File: src/rtl/track_if.sv
// track_if: sensor/run/obstacle inputs and ctr/state outputs of track_ctrl; master drives inputs, slave is the controller
interface track_if;
    logic [2:0] sensor;
    logic       run_en;
    logic       obstacle;
    logic [2:0] ctr;
    logic [2:0] state;
    modport master (output sensor, run_en, obstacle, input ctr, state);
    modport slave  (input sensor, run_en, obstacle, output ctr, state);
endinterface

File: src/rtl/track_ctrl.sv
// track_ctrl: line-tracking drive controller; ports clk, rst, bus (sensor/run_en/obstacle in, ctr/state out, registered)
module track_ctrl #(
    parameter int unsigned DEB_CYCLES   = 50000,
    parameter int unsigned BOOST_CYCLES = 2500000,
    parameter int unsigned LOST_CYCLES  = 5000000,
    parameter int unsigned BACK_CYCLES  = 10000000
) (
    input logic   clk,
    input logic   rst,
    track_if.slave bus
);
    typedef enum logic [2:0] {IDLE = 3'd0, TRACK = 3'd1, BOOST = 3'd2, LOST = 3'd3, REVERSE = 3'd4} state_t;
    localparam logic [23:0] DEB = 24'(DEB_CYCLES);
    logic [2:0] sen_m, sen_s, sen_q, filt, last_turn, map, nxt_ctr;
    logic run_m, run_s, obs_m, obs_s;
    logic [23:0] deb_cnt, deb_nxt;
    logic [31:0] str_cnt, tmr;
    state_t st, nxt;
    assign deb_nxt = (sen_s != sen_q) ? 24'd1 : deb_cnt + 24'd1;
    always_comb begin
        map = filt == 3'b011 ? 3'b110 :
              filt == 3'b001 ? 3'b111 :
              filt == 3'b110 ? 3'b101 :
              filt == 3'b100 ? 3'b100 : 3'b000;
        nxt = IDLE;
        case (st)
            IDLE:    nxt = TRACK;
            TRACK:   nxt = filt == 3'b000 ? LOST :
                           (filt == 3'b010 && str_cnt == BOOST_CYCLES - 1) ? BOOST : TRACK;
            BOOST:   nxt = filt == 3'b010 ? BOOST : TRACK;
            LOST:    nxt = filt != 3'b000 ? TRACK : tmr == LOST_CYCLES - 1 ? REVERSE : LOST;
            REVERSE: nxt = (filt != 3'b000 || tmr == BACK_CYCLES - 1) ? TRACK : REVERSE;
            default: nxt = IDLE;
        endcase
        if (!run_s || obs_s) nxt = IDLE;
        nxt_ctr = nxt == TRACK   ? map :
                  nxt == BOOST   ? 3'b010 :
                  nxt == LOST    ? last_turn :
                  nxt == REVERSE ? 3'b011 : 3'b001;
    end
    always_ff @(posedge clk) begin
        if (rst) begin
            sen_m     <= '0;
            sen_s     <= '0;
            sen_q     <= '0;
            run_m     <= 1'b0;
            run_s     <= 1'b0;
            obs_m     <= 1'b0;
            obs_s     <= 1'b0;
            filt      <= '0;
            deb_cnt   <= '0;
            last_turn <= '0;
            str_cnt   <= '0;
            tmr       <= '0;
            st        <= IDLE;
            bus.ctr   <= 3'b001;
            bus.state <= 3'd0;
        end else begin
            sen_m     <= bus.sensor;
            sen_s     <= sen_m;
            sen_q     <= sen_s;
            run_m     <= bus.run_en;
            run_s     <= run_m;
            obs_m     <= bus.obstacle;
            obs_s     <= obs_m;
            if (sen_s == filt) deb_cnt <= '0;
            else if (deb_nxt == DEB) begin
                filt    <= sen_s;
                deb_cnt <= '0;
            end else deb_cnt <= deb_nxt;
            if (nxt == TRACK && map != 3'b000) last_turn <= map;
            str_cnt   <= (st == TRACK && nxt == TRACK && filt == 3'b010) ? str_cnt + 32'd1 : '0;
            tmr       <= (nxt == st) ? tmr + 32'd1 : '0;
            st        <= nxt;
            bus.ctr   <= nxt_ctr;
            bus.state <= nxt;
        end
    end
endmodule

File: src/flat_wrapper.sv
// flat-port wrapper written by rule: the top's interface ports become plain ports
module track_ctrl_flat 
#(
    parameter int unsigned DEB_CYCLES   = 50000,
    parameter int unsigned BOOST_CYCLES = 2500000,
    parameter int unsigned LOST_CYCLES  = 5000000,
    parameter int unsigned BACK_CYCLES  = 10000000
)
  (clk, rst, bus_sensor, bus_run_en, bus_obstacle, bus_ctr, bus_state);
  track_if bus_i ();
  input logic clk;
  input logic rst;
  input wire logic [$bits(bus_i.sensor)-1:0] bus_sensor;
  input wire logic [$bits(bus_i.run_en)-1:0] bus_run_en;
  input wire logic [$bits(bus_i.obstacle)-1:0] bus_obstacle;
  output wire logic [$bits(bus_i.ctr)-1:0] bus_ctr;
  output wire logic [$bits(bus_i.state)-1:0] bus_state;
  assign bus_i.sensor = bus_sensor;
  assign bus_i.run_en = bus_run_en;
  assign bus_i.obstacle = bus_obstacle;
  assign bus_ctr = bus_i.ctr;
  assign bus_state = bus_i.state;
  track_ctrl #(.DEB_CYCLES(DEB_CYCLES), .BOOST_CYCLES(BOOST_CYCLES), .LOST_CYCLES(LOST_CYCLES), .BACK_CYCLES(BACK_CYCLES)) u_core (.clk(clk), .rst(rst), .bus(bus_i));
endmodule
File: config.mk
export PLATFORM = sky130hd
export DESIGN_NAME = track_ctrl_flat
export DESIGN_NICKNAME = d
export VERILOG_FILES = /design/src/rtl/track_if.sv /design/src/rtl/track_ctrl.sv /design/src/flat_wrapper.sv
export SDC_FILE = /design/constraint.sdc
export NUM_CORES = 1
export LEC_CHECK = 0
export ABC_AREA = 1
export BUFFER_PORTS_ARGS = -buffer_cell sky130_fd_sc_hd__buf_4
export CAP_MARGIN = 20
export CORE_MARGIN = 5
export CORE_UTILIZATION = 45
export CTS_CLUSTER_DIAMETER = 100
export DETAILED_ROUTE_END_ITERATION = 6
export GPL_TIMING_DRIVEN = 1
export PLACE_DENSITY = 0.73
export SLEW_MARGIN = 10
export SYNTH_ARGS = -nofsm -noshare
export SYNTH_HDL_FRONTEND = slang
export SYNTH_SLANG_ARGS = --single-unit
File: constraint.sdc
create_clock -name clk -period 2.1 [get_ports clk]
set_input_delay 0.21 -clock clk [delete_from_list [all_inputs] [get_ports clk]]
set_output_delay 0.21 -clock clk [all_outputs]
set_load 0.02 [all_outputs]
## After elaboration in Yosys (flattened, before gate mapping)

Cells that the tools add are included.

- $add $sub $neg: 3
- Multiply operators: 0
- Divide/modulo/power cells: 0
- Order comparisons: 0
- Equal/unequal tests: 20
- Shift-type cells: 0
- Multiplexer cells: 17
- Bitwise gates (word level): 3
- Reductions and logical operators: 15

Operator list:

| kind | number |
|---|---|
| $add 32x1->32 const B | 2 |
| $mux 3 | 12 |
| $eq 32x22->1 const B | 1 |
| $eq 32x23->1 const B | 1 |
| $eq 32x24->1 const B | 1 |
| $add 24x1->24 const B | 1 |
| $eq 24x16->1 const B | 1 |
| $mux 24 | 1 |
| $eq 3x2->1 const B | 6 |
| $pmux 3 s5 | 1 |
| $eq 3x3->1 const B | 4 |
| $eq 3x1->1 const B | 3 |
| $eq 3x3->1 | 2 |
| $logic_not 3->1 | 2 |
| $mux 2 | 3 |
| $reduce_bool 3->1 | 2 |
| $logic_and 1x1->1 | 4 |
| $reduce_or 2->1 | 2 |
| $ne 3x3->1 | 1 |
| $not 1->1 | 3 |
| $reduce_or 3->1 | 1 |
| $logic_or 1x1->1 | 2 |
| $reduce_and 2->1 | 1 |
| $logic_not 1->1 | 1 |

- Register bits: 113
- Bits in latches: 0
- Memory bits (writable): 0
- Memory bits (read-only): 0
- Input bits: 7
- Output and inout bits: 6
- Word-level logic and storage cells: 72
- Memories kept: 0

## Longest topological paths before layout

Gate-level depths: netlist of the first run.

- Depth in word-level cells: 11
- Depth in mapped cells: 16
- Depth with buffers taken out: 15

## Worst setup path before layout of the first run

Ideal clock, no wire load.

- Kind: register to register
- Start point: register u_core.deb_cnt[0]
- End point: register u_core.deb_cnt[22]
- Setup time: 0.115 ns
- Arrival time: 1.857 ns
- Data required time: 1.985 ns
- Slack: 0.127 ns
- Stages on the path, launching flop included: 16
- Path buffers: 1
- Clock period less this slack: 1.973 ns
- Path through: dfxtp_1 ha_1 nand2_2 nor2_4 nand2_2 nor2_4 nand3_1 nand3_1 nand2_1 nor2_1 nand2_1 nor2_2 inv_2 nand3_4 buf_12 nor2_1

- Word-level cells in the longest chain between the ends: 4

Ends and longest elaborated chain:

| item | RTL line | text |
|---|---|---|
| start, declared | track_ctrl.sv:16 | `logic [23:0] deb_cnt, deb_nxt;` |
| start signal, assigned | track_ctrl.sv:70 | `end else deb_cnt <= deb_nxt;` |
| $add 24x1->24 * | track_ctrl.sv:19 | `assign deb_nxt = (sen_s != sen_q) ? 24'd1 : deb_cnt + 24'd1;` |
| $mux 24 * | track_ctrl.sv:19 |  |
| $eq 24x16->1 | track_ctrl.sv:67 | `else if (deb_nxt == DEB) begin` |
| $reduce_or 3->1 (no source line) | n/a |  |

Mark *: on every way between the ends. The rest lies on a longest branch, timed or not.
A chain may end at the register's enable or synchronous reset.

## Worst setup path in the final report of the first run

- Start point: register u_core.deb_cnt[1]
- End point: register u_core.deb_cnt[7]

Same word-level chain as after synthesis.

==> key figures, run 1 <==
Setup path
  • Crit Path Class: flop to flop
  • Crit. Startpoint: u_core.deb_cnt[1]
  • Worst Path Arrival: approximately 2400 ps
  • Worst R2R Start: u_core.deb_cnt[1]
  • R2R depth: 15
  • Max FO, Critical Path: 6
  • Nature of the critical path startpoint: flop
  • CP Capture Type: flop
  • CP Data Required Time: 2410 ps

Detailed routing
  • Remaining DRCs: 0
  • 1st-pass router iterations: 5
  • Detail Route Antenna Nets: 0
  • Via-per-instance ratio: 4.90
  • Total wire length: approximately 15,000 µm
  • DRT iter0 DRCs: 347
  • Vias: between 5,000 and 6,000
  • Routed wire per std cell: around 12 µm

Yosys
  • Synthesis-stage register bit count: 113
  • Async SR Flop Fraction: 0%
  • Seq/Total Area, Yosys: 37.3%
  • Yosys synthesis warning count: 0
  • Area share of the largest cell type after synthesis: a little under two fifths
  • Cell area after synthesis: between 6000 and 7000 µm²
  • EDFF count, synth: 0
  • Yosys cell types: 40
  • Largest cells by area after synthesis: dfxtp_1, nand2_1, nor2_1
  • Synth Instances: 898
  • Net count after synthesis: a little over 900
  • Syn avg cell area: slightly below 7 µm²
  • Commonest cells in the netlist: nand2_1, nor2_1, inv_1
  • Top-count cell post-synth: nand2_1
  • Synth Flop Type: dfxtp_1
  • Area leader, netlist: dfxtp_1

Global route
  • First-pass GRT wire length: between 20,000 and 25,000 µm
  • GR Overflow Total: 0
  • GRT Total Usage: between 10% and 20%
  • Vias in the first global route: 5,079
  • Initial antenna violation count: 0
  • Largest net degree at the start of global routing: 33

Worst hold path
  • Worst hold path class: input port to flop
  • HP Start: bus_obstacle
  • WHS Path Cells: 3

Timing
  • Final critical-path share of the clock period: between 90% and 100%
  • Max-slew headroom: about 63%
  • Worst Tran Pin Value: about 550 ps
  • Slew Limit Fails: 0
  • Final setup viols: 0
  • Minimum clock period: approximately 2100 ps
  • RSZ-0062 raised after global routing: yes
  • Fin. Hold Viols: 0
  • FMAX: about 0.48 GHz
  • Worst Skew: around 6.4 ps

Floorplanning
  • Die Ht: approximately 130 µm
  • Initial Utilization: 45.8%
  • CORE AREA: about 13,000 µm²
  • Row cnt: between 40 and 50
  • Die Wd: 126 µm
  • I/O Pins: 13
  • Die area: 15,900 µm²

Cells and area
  • Diode count: 0
  • Final layout net count: approximately 1,000
  • Share of layout cells above drive strength 1: approximately a quarter
  • Area Growth Syn to Fin: 32.3%
  • Final Cell Area: ~8000 µm²

Pwr
  • Pwr dens: 709 nW/µm²
  • Total power: 5.70 mW
  • Max rail drop VDD: 0.398 mV
  • P_leak: around 3.2 nW

Run status
  • Status: completed

Placement
  • Placer congestion estimate: 0.853
  • Number of port buffers: 12
  • Hpwl dp: roughly 8900 µm
  • Placed Instance Area: ~6600 µm²

Clock network
  • Max clock buf depth: 2
  • Root buffer cell: clkbuf_16
  • CTS sink count: between 100 and 150
  • CTS Buf Count: 17
  • Clock Latency Late Sink: 410 ps
  • CTS tree: built
  • H-Tree Depth: 4
  • Clock transition at path regs: around 50 ps

Job
  • Max Cap Viol: 0
==> final timing paths <==
check             slack [ps]                 to
setup reg to reg          10  u_core.deb_cnt[7]
setup / recovery          10  u_core.deb_cnt[7]
hold reg to reg          390    u_core.sen_s[1]
hold / removal            20       u_core.obs_m
==> where the power goes <==
part	total, mW	switching (mW)	internal (mW)
logic	0.250	0.137	0.113
clock network	3.27	0.991	2.28
registers	2.18	0.0133	2.16
total	5.70	1.14	4.55
==> sequential cells by signal, summed over array words and instances (netlist names), 3 cells and up <==
name	flops
u_core.sen_q	3
u_core.sen_m	3
u_core.str_cnt	32
u_core.filt	3
u_core.bus.state	3
u_core.bus.ctr	3
u_core.deb_cnt	24
u_core.last_turn	3
u_core.sen_s	3
u_core.tmr	32
==> stage by stage <==
stage	instances	util, %	TNS, ps	setup WS (ps)	hold WS [ps]
2_1_floorplan	898	-	0	127	293
3_3_place_gp	1110	50.0	0	25.8	391
3_5_place_dp	1110	50.0	-192	-28.4	394
4_1_cts	1149	55.7	0	5.70	0.981
5_1_grt	1172	60.6	-5130	-128	40.6
6_report	1172	60.6	0	14.2	18.0
==> final cells by class <==
class / count / area, µm²
clock inverters: 11 / 208
clock buffers: 21 / 460
repair buffers: 78 / 758
well taps: 176 / 220
fillers: 1124 / 5210
multi-input cells: 630 / 3550
inverters: 143 / 539
flip-flops and latches: 113 / 2300
==> layout by cell type (no fill, tap or decap), types with 5 or more instances in the layout <==
master / instances
dfxtp_2: 18
buf_4: 62
nor2_2: 49
o21bai_1: 5
xnor2_1: 13
nor3_2: 10
buf_12: 5
a21oi_1: 14
nand3_2: 14
bufinv_16: 6
dfxtp_1: 92
clkbuf_16: 22
nand2_1: 170
xor2_1: 34
inv_1: 136
nand4_1: 26
nor2_4: 21
inv_2: 5
nor2_1: 137
nor3_1: 28
nand3_1: 57
nand2_2: 17
==> cells by family after synthesis <==
group | synth area share [%]
AND/OR/NAND/NOR | 42.4
buffers and inverters | 10.3
flip-flops | 37.3
XOR/XNOR | 6.78
AO/OA/AOI/OAI | 2.39
adder cells (fa/ha/maj) | 0.619
multiplexers | 0.186
==> worst max-delay path, cell delays in order, from the launching register on <==
cell and delay, ps:
dfxtp_2 350, buf_6 110, nand2_4 50, nor2_4 170, nand2_4 100, nor2_4 110, nand2_1 80, nand3_2 120
nand2_1 80, nor2_2 140, nand3_1 100, nor2_2 150, inv_2 80, nand3_4 110, clkbuf_16 180, nor2_2 30
==> repair_timing <==
| action | 4_1_cts | 5_1_grt |
|---|---|---|
| pin swaps | 2 | 38 |
| gates resized for setup | 10 | 115 |
| hold buffers | 3 | 0 |
| endpoints found under the hold margin | 3 | 0 |
| gates cloned | 0 | 6 |
| buffers inserted | 4 | 17 |
| setup endpoints to repair | 60 | 94 |
==> metal layers <==
metal	vias to the layer above	track usage, %	part of all wire, %
li1	2959	-	-
met1	2648	20.8	45
met2	102	28.0	50
met3	29	4.40	3.8
met4	0	6.44	2.1
met5	-	0	0
Note: power is estimated with default switching activity, not from simulation.
==> run 2: changes to the inputs <==
--- a/config.mk
+++ b/config.mk
@@ -10,6 +10,7 @@
 export CAP_MARGIN = 20
 export CORE_MARGIN = 5
 export CORE_UTILIZATION = 45
+export CTS_BUF_LIST = sky130_fd_sc_hd__clkbuf_8
 export CTS_CLUSTER_DIAMETER = 100
 export DETAILED_ROUTE_END_ITERATION = 6
 export GPL_TIMING_DRIVEN = 1
==> run 2 against run 1 <==
  * Final cell count down 0.26%
  * First-iteration DRC count up 0.86%
  * Via count down 1.8%
  * Highest routed layer unchanged
  * Non-clock buffer count down 3
  * Sequential power about the same
  * Maximum frequency up 0.46%
  * Clock-buffer cell count down 2
  * Largest power group unchanged
  * Critical endpoint unchanged
==> key figures, run 2 (synthesized netlist as in run 1, its figures left out) <==
Global route
  • Vias in the first global route: 5,007 (-1.4%)
  • Top Usage Layer GRT: met2
  • First-pass GRT wire length: 21,800 µm (-3.0%)
  • Initial antenna violation count: 0 (unchanged)
  • M3 GR Usage: 4.06% (-0.34 points)
  • Largest net degree at the start of global routing: 33 (unchanged)
  • GRT Total Usage: 16.3% (-0.55 points)
  • GR Util met1: 20.5% (-0.33 points)
  • GR Overflow Total: 0 (unchanged)
  • Met2 global-route usage: 27.0% (-1.1 points)

Run status
  • Status: completed

Floorplanning
  • Row cnt: 42 (unchanged)
  • I/O Pins: 13 (unchanged)
  • Die Ht: 126 µm (unchanged)
  • Initial Utilization: 45.8% (unchanged)
  • Die area: 15,900 µm² (unchanged)
  • Die Wd: 126 µm (unchanged)
  • CORE AREA: 13,200 µm² (unchanged)

Setup path
  • Instance count on the critical path: 15 (unchanged)
  • Slowest cell delay on critical path: 360 ps (about the same)
  • Critical path's most frequent cell: nor2_2
  • Worst R2R Start: u_core.deb_cnt[1]
  • Crit Path Class: flop to flop
  • R2R depth: 15 (unchanged)
  • Crit. Startpoint: u_core.deb_cnt[1]
  • Worst Path Buf+Inv: 3 (unchanged)
  • Critical Path End: u_core.deb_cnt[7]
  • Nature of the critical path startpoint: flop
  • R2r setup slk: 20 ps (about the same)
  • Worst Path Arrival: 2410 ps (+20 ps)
  • Slowest library cell on the worst path: dfxtp_2
  • Max FO, Critical Path: 6 (unchanged)
  • CP Capture Type: flop
  • CP Data Required Time: 2430 ps (+20 ps)
  • Worst R2R End: u_core.deb_cnt[7]
  • Cell family contributing the most delay on the critical path: simple AND/OR/NAND/NOR gates
  • Crit-path cells: buf_6 -> nand2_4 -> nor2_4 -> nand2_4 -> nor2_4 -> nor2_2 -> nor2_2 -> nand2_1 -> nor2_1 -> nand3_1 -> nor2_2 -> inv_2 -> nand3_4 -> clkbuf_16 -> nor2_2

Detailed routing
  • 1st-pass router iterations: 6 (+1)
  • Vias: 5,634 (-1.8%)
  • Detail Route Antenna Nets: 0 (unchanged)
  • Routed wire per std cell: 11.8 µm (-5.3%)
  • Via-per-instance ratio: 4.82 (-1.6%)
  • Total wire length: 13,800 µm (-5.6%)
  • Remaining DRCs: 0 (unchanged)
  • DRT iter0 DRCs: 350 (+0.86%)

Timing
  • FMAX: 0.482 GHz (+0.46%)
  • Worst Tran Pin Value: 536 ps (-12.0 ps)
  • Setup TNS Final: 0 ps (unchanged)
  • Setup slack after layout: 23.7 ps (+9.48 ps)
  • Final Hold Slack: 114 ps (+95.8 ps)
  • Slew Limit Fails: 0 (unchanged)
  • RSZ-0062 raised after global routing: yes
  • Worst Skew: 10.4 ps (+4.06 ps)
  • Final setup viols: 0 (unchanged)
  • Final critical-path share of the clock period: 98.9% (-0.45 points)
  • Minimum clock period: 2080 ps (-9.48 ps)
  • Fin. Hold Viols: 0 (unchanged)
  • Max-slew headroom: 64.2% (+0.80 points)

Clock network
  • CTS Buf Count: 17 (unchanged)
  • Clock Latency Late Sink: 440 ps (+30 ps)
  • Clock transition at path regs: 70 ps (+20 ps)
  • H-Tree Depth: 4 (unchanged)
  • CTS tree: built
  • CTS sink count: 113 (unchanged)
  • Max clock buf depth: 2 (unchanged)
  • Root buffer cell: clkbuf_8

Worst hold path
  • Worst hold path class: input port to flop

Cells and area
  • Share of layout cells above drive strength 1: 25.4% (-1.2 points)
  • Final Cell Area: 7770 µm² (-3.2%)
  • Util after Layout: 58.7% (-1.9 points)
  • Most frequent cells in the layout: nand2_1, inv_1, nor2_1, dfxtp_1, nand3_1
  • Diode count: 0 (unchanged)
  • Biggest regs: u_core.str_cnt: 32 flops, u_core.tmr: 32 flops, u_core.deb_cnt: 24 flops
  • Area Growth Syn to Fin: 28.1%
  • Final layout net count: 990 (-0.30%)
  • Number of fill cells: 1,179 (+4.9%)
  • Commonest non-fill, non-tap cell in the layout: nand2_1

Pwr
  • Max rail drop VDD: 0.506 mV (+27%)
  • P_leak: 3.08 nW (-4.1%)
  • Pwr dens: 626 nW/µm² (-12%)

Placement
  • Hpwl dp: 8870 µm (unchanged)
  • Placed Instance Area: 6620 µm² (unchanged)
  • Number of port buffers: 12 (unchanged)
  • Dpl ws: -28.4 ps (unchanged)
  • Placer congestion estimate: 0.853 (unchanged)

Job
  • Max Cap Viol: 0 (unchanged)
run 2: cell count changes in the layout (fill, tap and decap cells not counted), moves of 4 or more:
cell / change
buf_4: -5
clkbuf_8: +17
dfxtp_2: +4
nand2_1: +4
nand2_2: -4
inv_1: +4
clkbuf_16: -17
run 2: stage by stage:
step           total power, mW  instances
3_5_place_dp              2.39       1110
2_1_floorplan             2.33        898
4_1_cts                   4.85       1150
5_1_grt                   5.04       1169
6_report                  4.87       1169
3_3_place_gp              2.39       1110
run 2: metal layers:
layer	wire length [µm]	vias up
li1	-	2960
met4	214	0
met2	6740	105
met3	535	20
met5	0	-
met1	6290	2549
run 2: final cells by class:
| class | count | area, µm² | area share [%] |
|---|---|---|---|
| repair buffers | 75 | 741 | 9.53 |
| clock buffers | 19 | 262 | 3.36 |
| multi-input cells | 630 | 3500 | 45.1 |
| inverters | 143 | 539 | 6.94 |
| flip-flops and latches | 113 | 2290 | 29.5 |
| clock inverters | 13 | 215 | 2.77 |
| well taps | 176 | 220 | 2.83 |
run 2: worst min path at each step:
stage,from,endpoint,slack [ps],cells past startpoint
floorplan,rst,u_core.sen_q[1],290,1
finish,rst,u_core.sen_s[2],110,2
CTS,rst,u_core.sen_s[2],100,2
detailed placement,u_core.obs_m,u_core.obs_s,390,2
global placement,u_core.obs_m,u_core.obs_s,390,2
global route,rst,u_core.sen_s[1],110,2
run 2: timing repair:
item | 4_1_cts | 5_1_grt
pin swaps | 2 | 23
gates resized for setup | 7 | 105
gates cloned | 0 | 6
hold buffers | 5 | 0
buffers inserted | 3 | 13
endpoints found under the setup margin | 44 | 94
endpoints found under the hold margin | 5 | 0
run 2: where the power goes:
part | total [mW] | internal (mW) | switching, mW
sequential | 2.18 | 2.16 | 0.0128
combinational | 0.250 | 0.115 | 0.135
clock | 2.44 | 1.58 | 0.864
